===== config.mk =====
export PLATFORM = sky130hd
export DESIGN_NAME = video_timing_gen
export DESIGN_NICKNAME = d
export VERILOG_FILES = /design/src/rtl/video_timing_pkg.sv /design/src/rtl/video_pattern_bars.sv /design/src/rtl/video_timing_gen.sv
export SDC_FILE = /design/constraint.sdc
export NUM_CORES = 1
export LEC_CHECK = 0
export BUFFER_PORTS_ARGS = -buffer_cell sky130_fd_sc_hd__clkbuf_2
export CORE_UTILIZATION = 35
export DETAILED_ROUTE_END_ITERATION = 16
export HOLD_SLACK_MARGIN = 0.08
export PLACE_DENSITY = 0.67
export SLEW_MARGIN = 15
export SYNTH_ARGS = -nofsm -noshare
export SYNTH_HDL_FRONTEND = slang
export SYNTH_SLANG_ARGS = --single-unit

===== constraint.sdc =====
create_clock -name clk -period 6.5 [get_ports clk]
set_clock_uncertainty 0.2 [all_clocks]
set_input_delay 0.325 -clock clk [delete_from_list [all_inputs] [get_ports clk]]
set_output_delay 0.325 -clock clk [all_outputs]
set_load 0.01 [all_outputs]

===== src/rtl/video_timing_pkg.sv =====
// Shared state type, timing presets and colour-bar table for video_timing_gen.
package video_timing_pkg;

  typedef enum logic {IDLE = 1'b0, RUN = 1'b1} state_e;

  typedef struct packed {
    logic [7:0] r;
    logic [7:0] g;
    logic [7:0] b;
  } rgb_t;

  // 1280x720p60
  localparam int unsigned P720_H_ACTIVE  = 1280;
  localparam int unsigned P720_H_FP      = 110;
  localparam int unsigned P720_H_SYNC    = 40;
  localparam int unsigned P720_H_BP      = 220;
  localparam int unsigned P720_V_ACTIVE  = 720;
  localparam int unsigned P720_V_FP      = 5;
  localparam int unsigned P720_V_SYNC    = 5;
  localparam int unsigned P720_V_BP      = 20;

  // 1920x1080p60
  localparam int unsigned P1080_H_ACTIVE = 1920;
  localparam int unsigned P1080_H_FP     = 88;
  localparam int unsigned P1080_H_SYNC   = 44;
  localparam int unsigned P1080_H_BP     = 148;
  localparam int unsigned P1080_V_ACTIVE = 1080;
  localparam int unsigned P1080_V_FP     = 4;
  localparam int unsigned P1080_V_SYNC   = 5;
  localparam int unsigned P1080_V_BP     = 36;

  // 640x480p60 (both syncs active-low)
  localparam int unsigned P480_H_ACTIVE  = 640;
  localparam int unsigned P480_H_FP      = 16;
  localparam int unsigned P480_H_SYNC    = 96;
  localparam int unsigned P480_H_BP      = 48;
  localparam int unsigned P480_V_ACTIVE  = 480;
  localparam int unsigned P480_V_FP      = 10;
  localparam int unsigned P480_V_SYNC    = 2;
  localparam int unsigned P480_V_BP      = 33;

  // Bar colours left to right: white, yellow, cyan, green, magenta, red, blue, black
  localparam rgb_t [0:7] BAR_RGB = {
    24'hFFFFFF, 24'hFFFF00, 24'h00FFFF, 24'h00FF00,
    24'hFF00FF, 24'hFF0000, 24'h0000FF, 24'h000000
  };

endpackage


===== src/rtl/video_pattern_bars.sv =====
// Eight vertical colour bars decoded from the pixel x coordinate.
// Compiled only when VIDEO_TIMING_GEN_PATTERN_EN is defined.
`ifdef VIDEO_TIMING_GEN_PATTERN_EN
module video_pattern_bars
  import video_timing_pkg::*;
#(
  parameter int unsigned H_ACTIVE = 1280,
  parameter int unsigned HW       = 11
) (
  input  logic [HW-1:0] x,
  input  logic          de,
  output logic [7:0]    red_c,
  output logic [7:0]    green_c,
  output logic [7:0]    blue_c
);

  // Narrow rasters still get at least one pixel per bar
  localparam int unsigned BAR_W = ((H_ACTIVE / 8) == 0) ? 1 : (H_ACTIVE / 8);

  logic [31:0] bar_raw_c;
  logic [2:0]  bar_c;
  rgb_t        rgb_c;

  // Bar index saturates at the last bar; colours forced to black outside DE
  always_comb begin
    bar_raw_c = 32'(x) / BAR_W;
    bar_c     = (bar_raw_c > 32'd7) ? 3'd7 : bar_raw_c[2:0];
    rgb_c     = BAR_RGB[bar_c];
    red_c     = de ? rgb_c.r : 8'h00;
    green_c   = de ? rgb_c.g : 8'h00;
    blue_c    = de ? rgb_c.b : 8'h00;
  end

endmodule
`endif


===== src/rtl/video_timing_gen.sv =====
// Parametrised raster timing generator: syncs, DE, coordinates and line/frame
// strobes, started and stopped only on frame boundaries.
// Optional colour-bar source enabled by VIDEO_TIMING_GEN_PATTERN_EN.
module video_timing_gen
  import video_timing_pkg::*;
#(
  parameter int unsigned H_ACTIVE = 1280,
  parameter int unsigned H_FP     = 110,
  parameter int unsigned H_SYNC   = 40,
  parameter int unsigned H_BP     = 220,
  parameter int unsigned V_ACTIVE = 720,
  parameter int unsigned V_FP     = 5,
  parameter int unsigned V_SYNC   = 5,
  parameter int unsigned V_BP     = 20,
  parameter bit          HS_POL   = 1'b1,
  parameter bit          VS_POL   = 1'b1,
  localparam int unsigned H_TOTAL = H_ACTIVE + H_FP + H_SYNC + H_BP,
  localparam int unsigned V_TOTAL = V_ACTIVE + V_FP + V_SYNC + V_BP,
  localparam int unsigned HW      = $clog2(H_TOTAL),
  localparam int unsigned VW      = $clog2(V_TOTAL)
) (
  input  logic          clk,
  input  logic          reset,
  input  logic          run,
  output logic          hSync,
  output logic          vSync,
  output logic          DE,
  output logic [HW-1:0] x_pos,
  output logic [VW-1:0] y_pos,
  output logic          EndLine,
  output logic          EndFrame,
  output logic          busy,
  output logic [7:0]    red,
  output logic [7:0]    green,
  output logic [7:0]    blue
);

  localparam int unsigned   H_SYNC_START = H_ACTIVE + H_FP;
  localparam int unsigned   H_SYNC_END   = H_SYNC_START + H_SYNC;
  localparam int unsigned   V_SYNC_START = V_ACTIVE + V_FP;
  localparam int unsigned   V_SYNC_END   = V_SYNC_START + V_SYNC;
  localparam logic [HW-1:0] H_LAST       = HW'(H_TOTAL - 1);
  localparam logic [VW-1:0] V_LAST       = VW'(V_TOTAL - 1);

  // A zero-length interval would collapse the raster
  if (H_ACTIVE == 0 || H_FP == 0 || H_SYNC == 0 || H_BP == 0 ||
      V_ACTIVE == 0 || V_FP == 0 || V_SYNC == 0 || V_BP == 0) begin : g_bad_timing
    $fatal(1, "video_timing_gen: all timing parameters must be non-zero");
  end

  state_e        state_q, state_d;
  logic [HW-1:0] h_q, h_d;
  logic [VW-1:0] v_q, v_d;

  logic          s1_act;
  logic [HW-1:0] s1_h;
  logic [VW-1:0] s1_v;

  logic de_c, hs_c, vs_c, el_c, ef_c;

  // State and raster counters
  always_ff @(posedge clk or negedge reset) begin
    if (!reset) begin
      state_q <= IDLE;
      h_q     <= '0;
      v_q     <= '0;
    end else begin
      state_q <= state_d;
      h_q     <= h_d;
      v_q     <= v_d;
    end
  end

  // Next state and counter advance; run is only honoured at the frame boundary
  always_comb begin
    state_d = state_q;
    h_d     = h_q;
    v_d     = v_q;
    case (state_q)
      IDLE: begin
        h_d = '0;
        v_d = '0;
        if (run) state_d = RUN;
      end
      RUN: begin
        if (h_q == H_LAST) begin
          h_d = '0;
          if (v_q == V_LAST) begin
            v_d = '0;
            if (!run) state_d = IDLE;
          end else begin
            v_d = v_q + 1'b1;
          end
        end else begin
          h_d = h_q + 1'b1;
        end
      end
      default: state_d = IDLE;
    endcase
  end

  // Snapshot of the counters that the decode stage works from
  always_ff @(posedge clk or negedge reset) begin
    if (!reset) begin
      s1_act <= 1'b0;
      s1_h   <= '0;
      s1_v   <= '0;
    end else begin
      s1_act <= (state_q == RUN);
      s1_h   <= h_q;
      s1_v   <= v_q;
    end
  end

  // Raster decode of the snapshot; everything idles while not running
  always_comb begin
    de_c = 1'b0;
    hs_c = 1'b0;
    vs_c = 1'b0;
    el_c = 1'b0;
    ef_c = 1'b0;
    if (s1_act) begin
      de_c = (32'(s1_h) < H_ACTIVE) && (32'(s1_v) < V_ACTIVE);
      hs_c = (32'(s1_h) >= H_SYNC_START) && (32'(s1_h) < H_SYNC_END);
      vs_c = (32'(s1_v) >= V_SYNC_START) && (32'(s1_v) < V_SYNC_END);
      el_c = (s1_h == H_LAST);
      ef_c = el_c && (s1_v == V_LAST);
    end
  end

  // Output register keeps syncs, DE, coordinates and strobes mutually aligned
  always_ff @(posedge clk or negedge reset) begin
    if (!reset) begin
      hSync    <= ~HS_POL;
      vSync    <= ~VS_POL;
      DE       <= 1'b0;
      x_pos    <= '0;
      y_pos    <= '0;
      EndLine  <= 1'b0;
      EndFrame <= 1'b0;
      busy     <= 1'b0;
    end else begin
      hSync    <= hs_c ? HS_POL : ~HS_POL;
      vSync    <= vs_c ? VS_POL : ~VS_POL;
      DE       <= de_c;
      x_pos    <= s1_act ? s1_h : '0;
      y_pos    <= s1_act ? s1_v : '0;
      EndLine  <= el_c;
      EndFrame <= ef_c;
      busy     <= s1_act;
    end
  end

`ifdef VIDEO_TIMING_GEN_PATTERN_EN
  logic [7:0] pat_r_c, pat_g_c, pat_b_c;

  video_pattern_bars #(
    .H_ACTIVE (H_ACTIVE),
    .HW       (HW)
  ) u_bars (
    .x       (s1_h),
    .de      (de_c),
    .red_c   (pat_r_c),
    .green_c (pat_g_c),
    .blue_c  (pat_b_c)
  );

  // Pattern colours registered alongside DE
  always_ff @(posedge clk or negedge reset) begin
    if (!reset) begin
      red   <= 8'h00;
      green <= 8'h00;
      blue  <= 8'h00;
    end else begin
      red   <= pat_r_c;
      green <= pat_g_c;
      blue  <= pat_b_c;
    end
  end
`else
  assign red   = 8'h00;
  assign green = 8'h00;
  assign blue  = 8'h00;
`endif

endmodule


Yosys cells after proc, flatten, opt, wreduce, memory -nomap -nowiden:

Cells that the tools add are included.

* bits of input ports: 3
* bits in registers: 71
* output and inout bits: 51
* logic and storage cells: 50

* mux-type cells: 18
* equality and inequality tests: 5
* order comparisons: 6
* $add $sub $neg: 2
* reductions and logical operators: 4
* bitwise gates (word level): 1

Operators by type and width (count)
* $mux W10: 3
* $eq A11 B11 Y1 const B: 2
* $lt A11 B11 Y1 const B: 2
* $mux W11: 2
* $pmux W11 S2: 1
* $eq A10 B10 Y1 const B: 2
* $lt A10 B10 Y1 const B: 2
* $pmux W10 S2: 1
* $add A11 B1 Y11 const B: 1
* $ge A11 B11 Y1 const B: 1
* $add A10 B1 Y10 const B: 1
* $ge A10 B10 Y1 const B: 1
* $mux W1: 10
* $logic_and A1 B1 Y1: 4
* $ne A2 B1 Y1 const B: 1
* $pmux W1 S2: 1
* $not A1 Y1: 1

Logic depth before layout (Yosys ltp):

Gate-level depths: netlist of the first run.

* depth in word-level cells: 4
* mapped depth: 7
* depth with buffers taken out: 6

Worst setup path before layout of the first run:

No wires, ideal clock.

* kind: register to register
* start point: register h_q[3]
* end point: register v_q[1]
* setup slack: 4.456 ns
* cell stages (with the launch flop): 6
* data arrival time: 1.762 ns
* data required time: 6.218 ns
* path buffers: 1
* cells stage by stage: dfrtp_1 -> or4b_1 -> or3_1 -> buf_2 -> or2_4 -> o22ai_1

* word-level cells in the longest chain between the ends: 2

RTL lines
* from (decl): line video_timing_gen.sv:52 `logic [HW-1:0] h_q, h_d;`
* from (signal assigned): line video_timing_gen.sv:65 `h_q <= '0;`
* from (signal assigned): line video_timing_gen.sv:69 `h_q <= h_d;`
* $eq A11 B11 Y1: line video_timing_gen.sv:86 `if (h_q == H_LAST) begin`
* $ne A2 B1 Y1 (no source line)
* to (signal assigned): line video_timing_gen.sv:70 `v_q <= v_d;`
* to (decl): line video_timing_gen.sv:53 `logic [VW-1:0] v_q, v_d;`

No other way between the ends.
A chain may end at the register's enable or synchronous reset.

Final worst setup path of the first run:

* start point: register h_q[3]
* end point: register v_q[4]

The elaborated chain is that of the path after synthesis.

==> impl.org, run 1 <==
** Floorplanning
- For this configuration, the core starts out at a cell density of 36.7%.
- The die covers 0.00856 mm2.
- Area of the core :: 0.00781 mm2
- Measured along the x axis, the die boundary spans just over 90 um.
- Height of the chip :: 92.5 um
- The initialized floorplan defines 32 standard-cell rows.
- Num ports :: 54

** Drt
- The detail route stage leaves a number of antenna-violating nets equal to 0.
- Via count normalized by instance count :: 4.61
- In this run, the number of DRC markers left after iteration 0 of detailed routing was 221.
- The first detailed-routing pass took 4 iterations.
- Post-route DRC :: 0
- Overall routed net length :: 4310 um
- In the final routed layout, each cell accounts on average for roughly 11 um.
- Total via count after detailed routing :: 1,732

** Critical path
- Walking the worst path, the cells encountered are or4b_1 > o31ai_2 > buf_4 > o21ai_0 > a22o_1.
- The worst setup path is captured at a flop.
- Setup Crit Path Kind :: reg -> reg
- Among all stages on the critical path, the largest delay is contributed by or4b_1.
- Critical Path Source Type :: flop
- Of all nets on the critical path, the largest fanout is 15.
- For the worst setup path, the data arrival time is approximately 2.5 ns.
- Data required time of the worst path :: 6.53 ns
- The largest single stage delay on the critical path is 0.57 ns.

** Pwr
- Summed over all cells, the static leakage comes to 1.57 nW.
- For this design the ratio of total power to cell area is 236 mW/mm2.
- VDD sags by at most 0.0947 mV.
- The design draws ~760 uW.

** STA
- The final critical path takes up 38.4% of the cycle.
- Number of pins with negative max-slew slack in the final report :: 0
- Timing would allow up to 400 MHz.
- Summed over all failing endpoints, the final setup total negative slack is 0 ns.
- In this run the tightest slew margin relative to its limit is 44.3%.
- Post-route setup slack :: 4.00 ns
- At the pin with the least slew margin, the transition time is approximately 0.84 ns.
- Crit path time final :: approximately 2.5 ns
- Setup violations remaining at the end of the flow were counted as 0.
- The count of endpoints failing hold in the final timing report is 0.
- Setup repair after global routing left no endpoint under its margin.
- On the final layout, the worst hold slack is 0.224 ns.

** Clocking
- In this run the clock root is driven by a clkbuf_8.
- Later-pin clock latency in the skew report :: 0.35 ns
- No sink is reached through more buffers than the 2 on the longest clock path.
- Number of clock buffers inserted by TritonCTS :: 9
- Post-CTS clock slew at the launch and capture registers of the worst setup and hold paths :: roughly 0.070 ns
- Clock tree from TritonCTS :: yes
- After clock tree synthesis, the repair step resized 0 gates.
- For this design, the sink count on the clock tree is 71.
- The clock tree synthesis step divided the H-tree into 3 levels.

** Synthesis
- Synthesis Warnings :: 0
- dfrtp_1 takes more of the synthesized area than any other cell.
- Synthesis inferred 71 register bits.
- Biggest area contributors in the synthesized netlist :: dfrtp_1 62%, buf_4 6.3%, and2_1 4.6%
- Synth cell count leaders :: 71 x dfrtp_1, 24 x buf_4, 21 x and2_1
- Count of flip-flops with a built-in enable after synthesis :: 0
- Among all flip-flop cells after synthesis, the most frequent one is dfrtp_1.
- Count of cell types in the netlist :: 46
- Sequential elements use 62.0% of the synthesized area.
- Summing every instance area after synthesis gives 0.00287 mm2.
- Yosys top cell area share :: 62.0%
- Dividing the synthesized area by the synthesized cell count gives 12.2 um2.
- Most frequent cell after synthesis :: dfrtp_1
- The cell count after synthesis came out at roughly 230.
- Counting flops with an async set or reset pin after synthesis yields a share of 100%.

** Global route
- Wire length of the first global-routing pass :: 7300 um
- Entering global routing, the biggest net connects roughly 70 pins.
- Number of antenna violations at the first check in global routing :: 0
- Number of global-route vias before repair :: 1,616
- Sum of overflow across all layers after global routing :: 0
- Across every metal layer, demand over resource in global routing totals 11.3%.

** Placed design
- The congestion estimate from routability-driven global placement came to slightly above 0.8.
- Before CTS, the worst setup slack after placement is 4.00 ns.
- Port Buf Inserts :: 29
- Estimated wirelength of the detail-placed design :: 2930 um

** Run status
- Status :: finished, final reports clean

** Final layout
- The repair_antennas step left the layout with diodes totalling 0.
- Once layout is complete, the utilization of the core stands at 41.3%.
- Share of post-route cells with drive strength above 1 :: 18.2%
- Signed area change from the synthesized netlist to the final layout :: 12.5%
- Net count reported at finish :: 278

** Worst hold path
- Tightest Hold Check Type :: reg -> reg

** Job
- MaxCap Viol Count :: 0
## layout make-up
class | instances | area [um2]
multi-input combinational | 150 | 947
sequential | 71 | 1780
tap | 102 | 128
clock inverter | 3 | 20.0
inverter | 6 | 22.5
clock buffer | 11 | 151
fill | 747 | 4580
timing repair buffer | 33 | 180
## stage by stage
| stage | instances | instance area (um2) |
|---|---|---|
| after global routing | 376 | 3230 |
| final | 376 | 3230 |
| after CTS | 376 | 3230 |
| after floorplan | 257 | 2950 |
| after global placement | 360 | 3030 |
| after detailed placement | 360 | 3030 |
## layer usage
metal  share of wire (%)  global-route usage [%]  vias up
met5                   0                       0        -
met3                 4.9                    3.45       12
met1                  44                    13.1      828
met4                 3.9                    8.46        0
met2                  47                    17.7       61
li1                    -                       -      831
## worst max-delay path, delay by kind of cell (launching register included)
family,cells,cell delay [ns]
AOI/OAI and AO/OA,3,0.87
buffers and inverters,1,0.31
DFF,1,0.43
and+or+nand+nor,1,0.57
## worst paths after layout
kind	start	endpoint	slack [ns]	cells after the start
hold reg to reg	v_q[9]	s1_v[9]	0.22	0
min in group asynchronous	reset	v_q[6]	0.50	3
max in group asynchronous	reset	h_q[0]	5.06	3
hold / removal	v_q[9]	s1_v[9]	0.22	0
setup / recovery	h_q[3]	v_q[4]	4.00	5
setup reg to reg	h_q[3]	v_q[4]	4.00	5
## logic make-up after synthesis
logic type      Yosys count  share of synthesized area [%]
mux                       1                          0.349
xor+xnor                  8                           2.44
simple gates             83                           17.8
compound gates           30                           7.60
buf+inv                  36                           7.99
flops                    71                           62.0
other cells               1                          0.131
fa+ha+maj                 4                           1.75
## registers in the layout (all words and copies together), names as in the netlist, 10 cells and up
| signal | cells |
|---|---|
| s1_v | 10 |
| h_q | 11 |
| x_pos | 11 |
| v_q | 10 |
| y_pos | 10 |
| s1_h | 11 |
## timing repair
action	4_1_cts	5_1_grt
hold endpoints to repair	72	0
endpoints found under the setup margin	0	0
hold buffers	2	0
buffers inserted	0	0
## report_power, final
group          internal, mW  leakage (nW)  switching [mW]
Combinational       0.00167         0.567          0.0142
Sequential            0.442         0.924               0
Clock                 0.154        0.0833           0.151
## cell usage in the layout, fill, tap and decap left out, types with 2 or more instances in the layout
master	instances
and2_1	21
o21ai_0	8
and4_1	5
nand2_1	7
xor2_1	5
nor2b_1	7
xnor2_1	3
clkbuf_2	28
ha_1	4
nor4b_1	2
buf_4	2
dfrtp_1	71
o2bb2ai_1	2
nand4_1	3
clkbuf_8	11
nand3_1	4
nor2_1	12
o31ai_1	3
conb_1	24
a22o_1	6
nand2b_1	2
nor3_1	3
or3_1	2
dlygate4sd3_1	2
clkinvlp_4	2
and3_1	5
a21oi_1	2
inv_1	6
Note: power is estimated with default switching activity, not from simulation.
==> run 2: changes to the inputs <==
--- a/config.mk
+++ b/config.mk
@@ -9,7 +9,7 @@
 export CORE_UTILIZATION = 35
 export DETAILED_ROUTE_END_ITERATION = 16
 export HOLD_SLACK_MARGIN = 0.08
-export PLACE_DENSITY = 0.67
+export PLACE_DENSITY = 0.69
 export SLEW_MARGIN = 15
 export SYNTH_ARGS = -nofsm -noshare
 export SYNTH_HDL_FRONTEND = slang
==> constraint.sdc (replaced) <==
create_clock -name clk -period 2.2 [get_ports clk]
set_clock_uncertainty 0.2 [all_clocks]
set_input_delay 0.11 -clock clk [delete_from_list [all_inputs] [get_ports clk]]
set_output_delay 0.11 -clock clk [all_outputs]
set_load 0.01 [all_outputs]
==> impl.org, run 2 (synthesized netlist as in run 1, its figures left out) <==
** Global route
- Largest net degree at the start of global routing :: 72 (unchanged)
- Overall routing resource usage :: 11.4% (+0.085 points)
- Sum of overflow across all layers after global routing :: 0 (unchanged)
- Wire length of the first global-routing pass :: 7310 um (about the same)
- The initial antenna violation count came to 0 (unchanged).
- Number of global-route vias before repair :: 1,621 (+0.31%)

** STA
- The aggregate negative setup slack is 0 ns (unchanged).
- Setup repair after global routing left no endpoint under its margin.
- Maximum frequency from static timing analysis :: 480 MHz (+20%)
- The count of endpoints failing hold in the final timing report is 0 (unchanged).
- Number of pins with negative max-slew slack in the final report :: 0 (unchanged)
- The share of the clock period used by the worst path came to 94.7% (+56 points).
- The post-route worst setup slack was 0.117 ns (-3.88 ns).
- Crit path time final :: 2.08 ns (-0.416 ns)
- Total of endpoints with negative setup slack in the final report :: 0 (unchanged)

** Placed design
- Dpl ws :: 0.115 ns (-3.88 ns)
- Estimated wirelength of the detail-placed design :: 3120 um (+6.5%)
- RD Place Congestion :: 0.795 (-4.2%)
- Dpl cell area :: 0.00311 mm2 (+2.4%)
- The number of placed instances with taps included is 368 (+2.2%).
- The quantity of I/O buffers inserted on ports is 29 (unchanged).

** Floorplanning
- Area of the core :: 0.00781 mm2 (unchanged)
- Width of the die :: 92.5 um (unchanged)
- Die area :: 0.00856 mm2 (unchanged)
- The count of boundary I/O pins is 54 (unchanged).
- Height of the chip :: 92.5 um (unchanged)
- The effective utilization at floorplan was 36.7% (unchanged).
- Placement Rows :: 32 (unchanged)

** Clocking
- Later-pin clock latency in the skew report :: 0.35 ns (about the same)
- The number of CTS-inserted buffers was 9 (unchanged).
- The clock transition at the registers of the reported paths came to 0.07 ns (about the same).
- The tree is rooted in a clkbuf_8.
- H-tree level count :: 3 (unchanged)
- The buffer depth of the longest clock path is 2 (unchanged).
- Clock tree from TritonCTS :: yes
- Buffers inserted by post-CTS timing repair :: 0 (unchanged)
- The CTS sink count came to 71 (unchanged).

** Final layout
- Share of post-route cells with drive strength above 1 :: 21.1% (+2.9 points)
- Final std cells w/o fill :: 386 (+2.7%)
- The layout net count came to 286 (+2.9%).
- The area growth from synthesis to layout is 16.3%.
- In the layout the commonest cells are 71 x dfrtp_1, 28 x clkbuf_2, 24 x conb_1.
- Largest registers :: h_q: 11 flops, s1_h: 11 flops, x_pos: 11 flops
- Final Cell Area :: 0.00333 mm2 (+3.4%)
- The number of antenna repair diodes was 0 (unchanged).
- The library cell used most frequently in the layout, excluding fill and tap cells, is dfrtp_1.

** Critical path
- Critical Path Source Type :: flop
- The critical path required time is 2.27 ns (-4.26 ns).
- The worst setup path is of the reg -> reg kind.
- Worst EP arrival :: 2.16 ns (-0.37 ns)
- STA classifies the critical path endpoint as a flop.
- The length in cells of the worst reg-to-reg path came to 4 (-1).
- The biggest fanout along the worst timing path is 6 (-9).

** Pwr
- The power per cell area came to 721 mW/mm2 (+210%).
- The peak supply drop came to 0.259 mV (+170%).
- The static leakage came to 1.64 nW (+4.4%).
- The overall power after layout came to 2.41 mW (+220%).

** Drt
- Overall routed net length :: 4580 um (+6.4%)
- Post-route DRC :: 0 (unchanged)
- Iteration-0 DRC count of the detailed router :: 79 (-64%)
- Total via count after detailed routing :: 1,747 (+0.87%)
- Drt pass-1 iters :: 4 (unchanged)
- The final antenna-violating net count came to 0 (unchanged).
- Per-cell routed wire length :: 11.9 um (+3.6%)
- The vias per cell was 4.53 (-1.7%).

** Job
- MaxCap Viol Count :: 0 (unchanged)

** Worst hold path
- Tightest Hold Check Type :: in -> async

** Run status
- The run finished with clean final reports.
==> run 2: cell count changes in the layout (fill, tap and decap cells not counted) <==
| cell | before | now |
|---|---|---|
| clkinv_4 | 0 | 1 |
| clkinv_2 | 1 | 2 |
| clkinvlp_4 | 2 | 1 |
| buf_12 | 0 | 1 |
| buf_4 | 2 | 9 |
| bufinv_16 | 0 | 1 |
==> run 2: layer usage <==
| metal | vias to the layer above | track usage [%] | wire length, um | share of wire [%] |
|---|---|---|---|---|
| li1 | 846 | - | - | - |
| met1 | 851 | 13.3 | 2150 | 47 |
| met2 | 44 | 18.0 | 2150 | 47 |
| met3 | 6 | 4.19 | 203 | 4.4 |
| met4 | 0 | 6.64 | 76 | 1.7 |
| met5 | - | 0 | 0 | 0 |
==> run 2: worst paths after layout <==
| kind | startpoint | end | slack, ns |
|---|---|---|---|
| max reg2reg | h_q[8] | v_q[9] | 0.12 |
| min | reset | h_q[3] | 0.10 |
| min reg2reg | h_q[10] | s1_h[10] | 0.24 |
| max in group asynchronous | reset | s1_v[1] | 1.41 |
| max | h_q[8] | v_q[9] | 0.12 |
| min in group clk | h_q[10] | s1_h[10] | 0.24 |
==> run 2: repair_timing <==
item | 4_1_cts | 5_1_grt
hold endpoints to repair | 72 | 0
hold buffers | 2 | 0
resized for setup | 0 | 0
==> run 2: cell type report <==
type | instances | area [um2]
Sequential cell | 71 | 1780
Inverter | 6 | 22.5
Timing Repair Buffer | 41 | 253
Fill cell | 729 | 4470
Tap cell | 102 | 128
Multi-Input combinational cell | 150 | 947
Clock inverter | 5 | 56.3
Clock buffer | 11 | 151
==> run 2: worst max-delay path, stage by stage (launching register included) <==
cell and delay, ns:
dfrtp_1 0.42, or4b_1 0.52, or3_1 0.42, o31ai_1 0.31
o2bb2ai_1 0.14
==> run 2: stage by stage <==
stage	hold WS (ns)	utilization, %
2_1_floorplan	-0.386	-
3_3_place_gp	-0.0443	39.8
3_5_place_dp	-0.0383	39.8
4_1_cts	0.115	42.7
5_1_grt	0.151	42.7
6_report	0.103	42.7
==> run 2: report_power, final <==
| part | internal, mW | switching [mW] |
|---|---|---|
| combinational | 0.00756 | 0.0426 |
| clock | 0.583 | 0.468 |
| sequential | 1.30 | 0 |
| total | 1.89 | 0.510 |
==> run 3: changes to the inputs <==
--- a/config.mk
+++ b/config.mk
@@ -6,6 +6,7 @@
 export NUM_CORES = 1
 export LEC_CHECK = 0
 export BUFFER_PORTS_ARGS = -buffer_cell sky130_fd_sc_hd__clkbuf_2
+export CORE_MARGIN = 2
 export CORE_UTILIZATION = 35
 export DETAILED_ROUTE_END_ITERATION = 16
 export HOLD_SLACK_MARGIN = 0.08
==> impl.org, run 3 (synthesized netlist as in run 1, its figures left out) <==
** Run status
- The flow ran to the end, and the final reports show no timing, DRC or antenna violations.

** Clocking
- The clock latency at the later pin of the worst-skew pair came to 0.34 ns (about the same).
- The CTS sink count was 71 (unchanged).
- H-tree level count :: 3 (unchanged)
- The number of CTS-inserted buffers came to 9 (unchanged).
- Clock tree from TritonCTS :: yes
- The buffer depth of the longest clock path came to 2 (unchanged).
- Clock Root Buffer :: clkbuf_8
- Post-CTS clock slew at the launch and capture registers of the worst setup and hold paths :: 0.07 ns (about the same)

** Critical path
- STA classifies the critical path endpoint as a flop.
- The arrival time at the worst endpoint was 2.12 ns (-0.04 ns).
- The signal on the critical path passes through or4b_2 > nor4_1 > buf_4 > nor4b_1.
- The largest stage delay on the critical path is 0.67 ns (+0.15 ns).
- Setup Crit Path Kind :: reg -> reg
- STA classifies the critical path startpoint as a flop.
- Critical path's slowest cell :: or4b_2
- Data required time of the worst path :: 2.22 ns (-0.05 ns)
- The biggest fanout along the worst timing path is 4 (-2).

** Final layout
- The multi-input combinational cell area was 952 um2 (+0.53%).
- Sequential cell area :: 0.00178 mm2 (unchanged)
- The library cell used most frequently in the layout, excluding fill and tap cells, is dfrtp_1.
- The filler cell count in the final layout was 781 (+7.1%).
- Fin util :: 41.7% (-1.0 points)
- Largest registers :: h_q: 11 flops, s1_h: 11 flops, x_pos: 11 flops
- Compared with the post-synthesis result, the final layout area differs by 17.8%.
- The final instance count without filler cells was 393 (+1.8%).
- Share of post-route cells with drive strength above 1 :: 22.2% (+1.1 points)
- Number of antenna diodes :: 0 (unchanged)
- The design area is 0.00338 mm2 (+1.2%).
- Leading cell types in the layout, fill and taps excluded :: 71 x dfrtp_1, 28 x clkbuf_2, 24 x conb_1
- The layout net count was 290 (+1.4%).

** Placed design
- Dpl ws :: 0.120 ns (+0.00552 ns)
- The global placement routability congestion came to 0.795 (about the same).
- The number of placed instances with taps included was 372 (+1.1%).
- The half-perimeter wire length after placement came to 3220 um (+3.3%).
- The cell area reported after detailed placement came to 0.00312 mm2 (+0.36%).
- The quantity of I/O buffers inserted on ports is 29 (unchanged).

** STA
- Number of pins with negative max-slew slack in the final report :: 0 (unchanged)
- The aggregate negative setup slack came to 0 ns (unchanged).
- Maximum frequency from static timing analysis :: 477 MHz (-0.66%)
- The final critical delay including setup and external delays is 2.10 ns (+0.0139 ns).
- Setup repair after global routing left no endpoint under its margin.
- Headroom to the max-slew limit :: approximately 44%
- The worst hold margin was 0.0971 ns (-0.00625 ns).
- Worst Max-Slew Pin Slew :: 0.841 ns
- Post-route setup slack :: 0.103 ns (-0.0139 ns)
- The share of the clock period used by the worst path is 95.3% (+0.63 points).
- Hold Vio Cnt, Final :: 0 (unchanged)
- Total of endpoints with negative setup slack in the final report :: 0 (unchanged)

** Floorplanning
- Placement Rows :: 33 (+3.1%)
- Initial Util :: 35.4% (-1.3 points)
- The die span in x was 94.5 um (+2.2%).
- Num ports :: 54 (unchanged)
- Area of the core :: 0.00809 mm2 (+3.7%)
- Die area :: 0.00893 mm2 (+4.4%)
- The die extent in y was 94.5 um (+2.2%).

** Drt
- The average wire per standard cell is 11.8 um (-0.90%).
- Overall routed net length :: 4620 um (+0.90%)
- The number of remaining DRC errors came to 0 (unchanged).
- The final antenna-violating net count was 0 (unchanged).
- The via count was 1,775 (+1.6%).
- Iteration-0 DRC count of the detailed router :: 130 (+65%)
- Drt pass-1 iters :: 4 (unchanged)
- Via count normalized by instance count :: 4.52 (-0.21%)

** Pwr
- The power per cell area is 712 mW/mm2 (-1.2%).
- VDD IR max :: 0.299 mV (+15%)
- The overall power after layout came to 2.40 mW (about the same).
- Lkg Pwr :: 1.66 nW (+1.4%)

** Global route
- The global-route total usage across every layer came to 11.4% (-0.033 points).
- Number of global-route vias before repair :: 1,669 (+3.0%)
- Number of antenna violations at the first check in global routing :: 0 (unchanged)
- Largest net degree at the start of global routing :: 51 (-29%)
- The wire length of the first global-routing pass was 7760 um (+6.2%).
- Sum of overflow across all layers after global routing :: 0 (unchanged)

** Worst hold path
- The tightest min-delay check is of the in -> async type.

** Job
- The number of max-cap violations was 0 (unchanged).
-- run 3: cell count changes in the layout (fill, tap and decap cells not counted), sizes merged --
cell / change
buf: +3
dlygate4sd3: +1
-- run 3: worst paths after layout --
check	start	endpoint	slack, ns	depth (start not counted)
max	s1_h[7]	EndFrame	0.10	4
min	reset	y_pos[5]	0.1	3
max reg2reg	s1_h[7]	EndFrame	0.10	4
min reg2reg	h_q[10]	s1_h[10]	0.23	0
max in group asynchronous	reset	x_pos[10]	0.49	3
min in group clk	h_q[10]	s1_h[10]	0.23	0
-- run 3: power by group --
part	leakage, nW	switching (mW)	internal, mW
registers	0.924	0	1.30
clock network	0.105	0.465	0.583
logic	0.636	0.0430	0.00875
-- run 3: what timing repair did --
action / 4_1_cts / 5_1_grt
endpoints found under the hold margin: 72 / 0
setup endpoints to repair: 0 / 4
gates resized for setup: 0 / 1
setup buffers: 0 / 2
hold buffers: 3 / 0
-- run 3: critical path: cells and delay by family, from the launching register on --
kind	cells	cell delay, ns
AND/OR/NAND/NOR	3	1.20
flip-flops	1	0.40
buffers and inverters	1	0.18
-- run 3: cell type report --
class / count / area share [%]
tap: 105 / 3.89
clock inverter: 5 / 1.67
sequential: 71 / 52.6
clock buffer: 11 / 4.48
timing repair buffer: 45 / 8.45
inverter: 6 / 0.667
multi-input combinational: 150 / 28.2
-- run 3: per-layer routing --
layer  GRT usage (%)  share of wire [%]
met5               0                  0
met4            6.76                2.6
met3            2.79                5.0
met2            17.6                 48
met1            14.5                 45
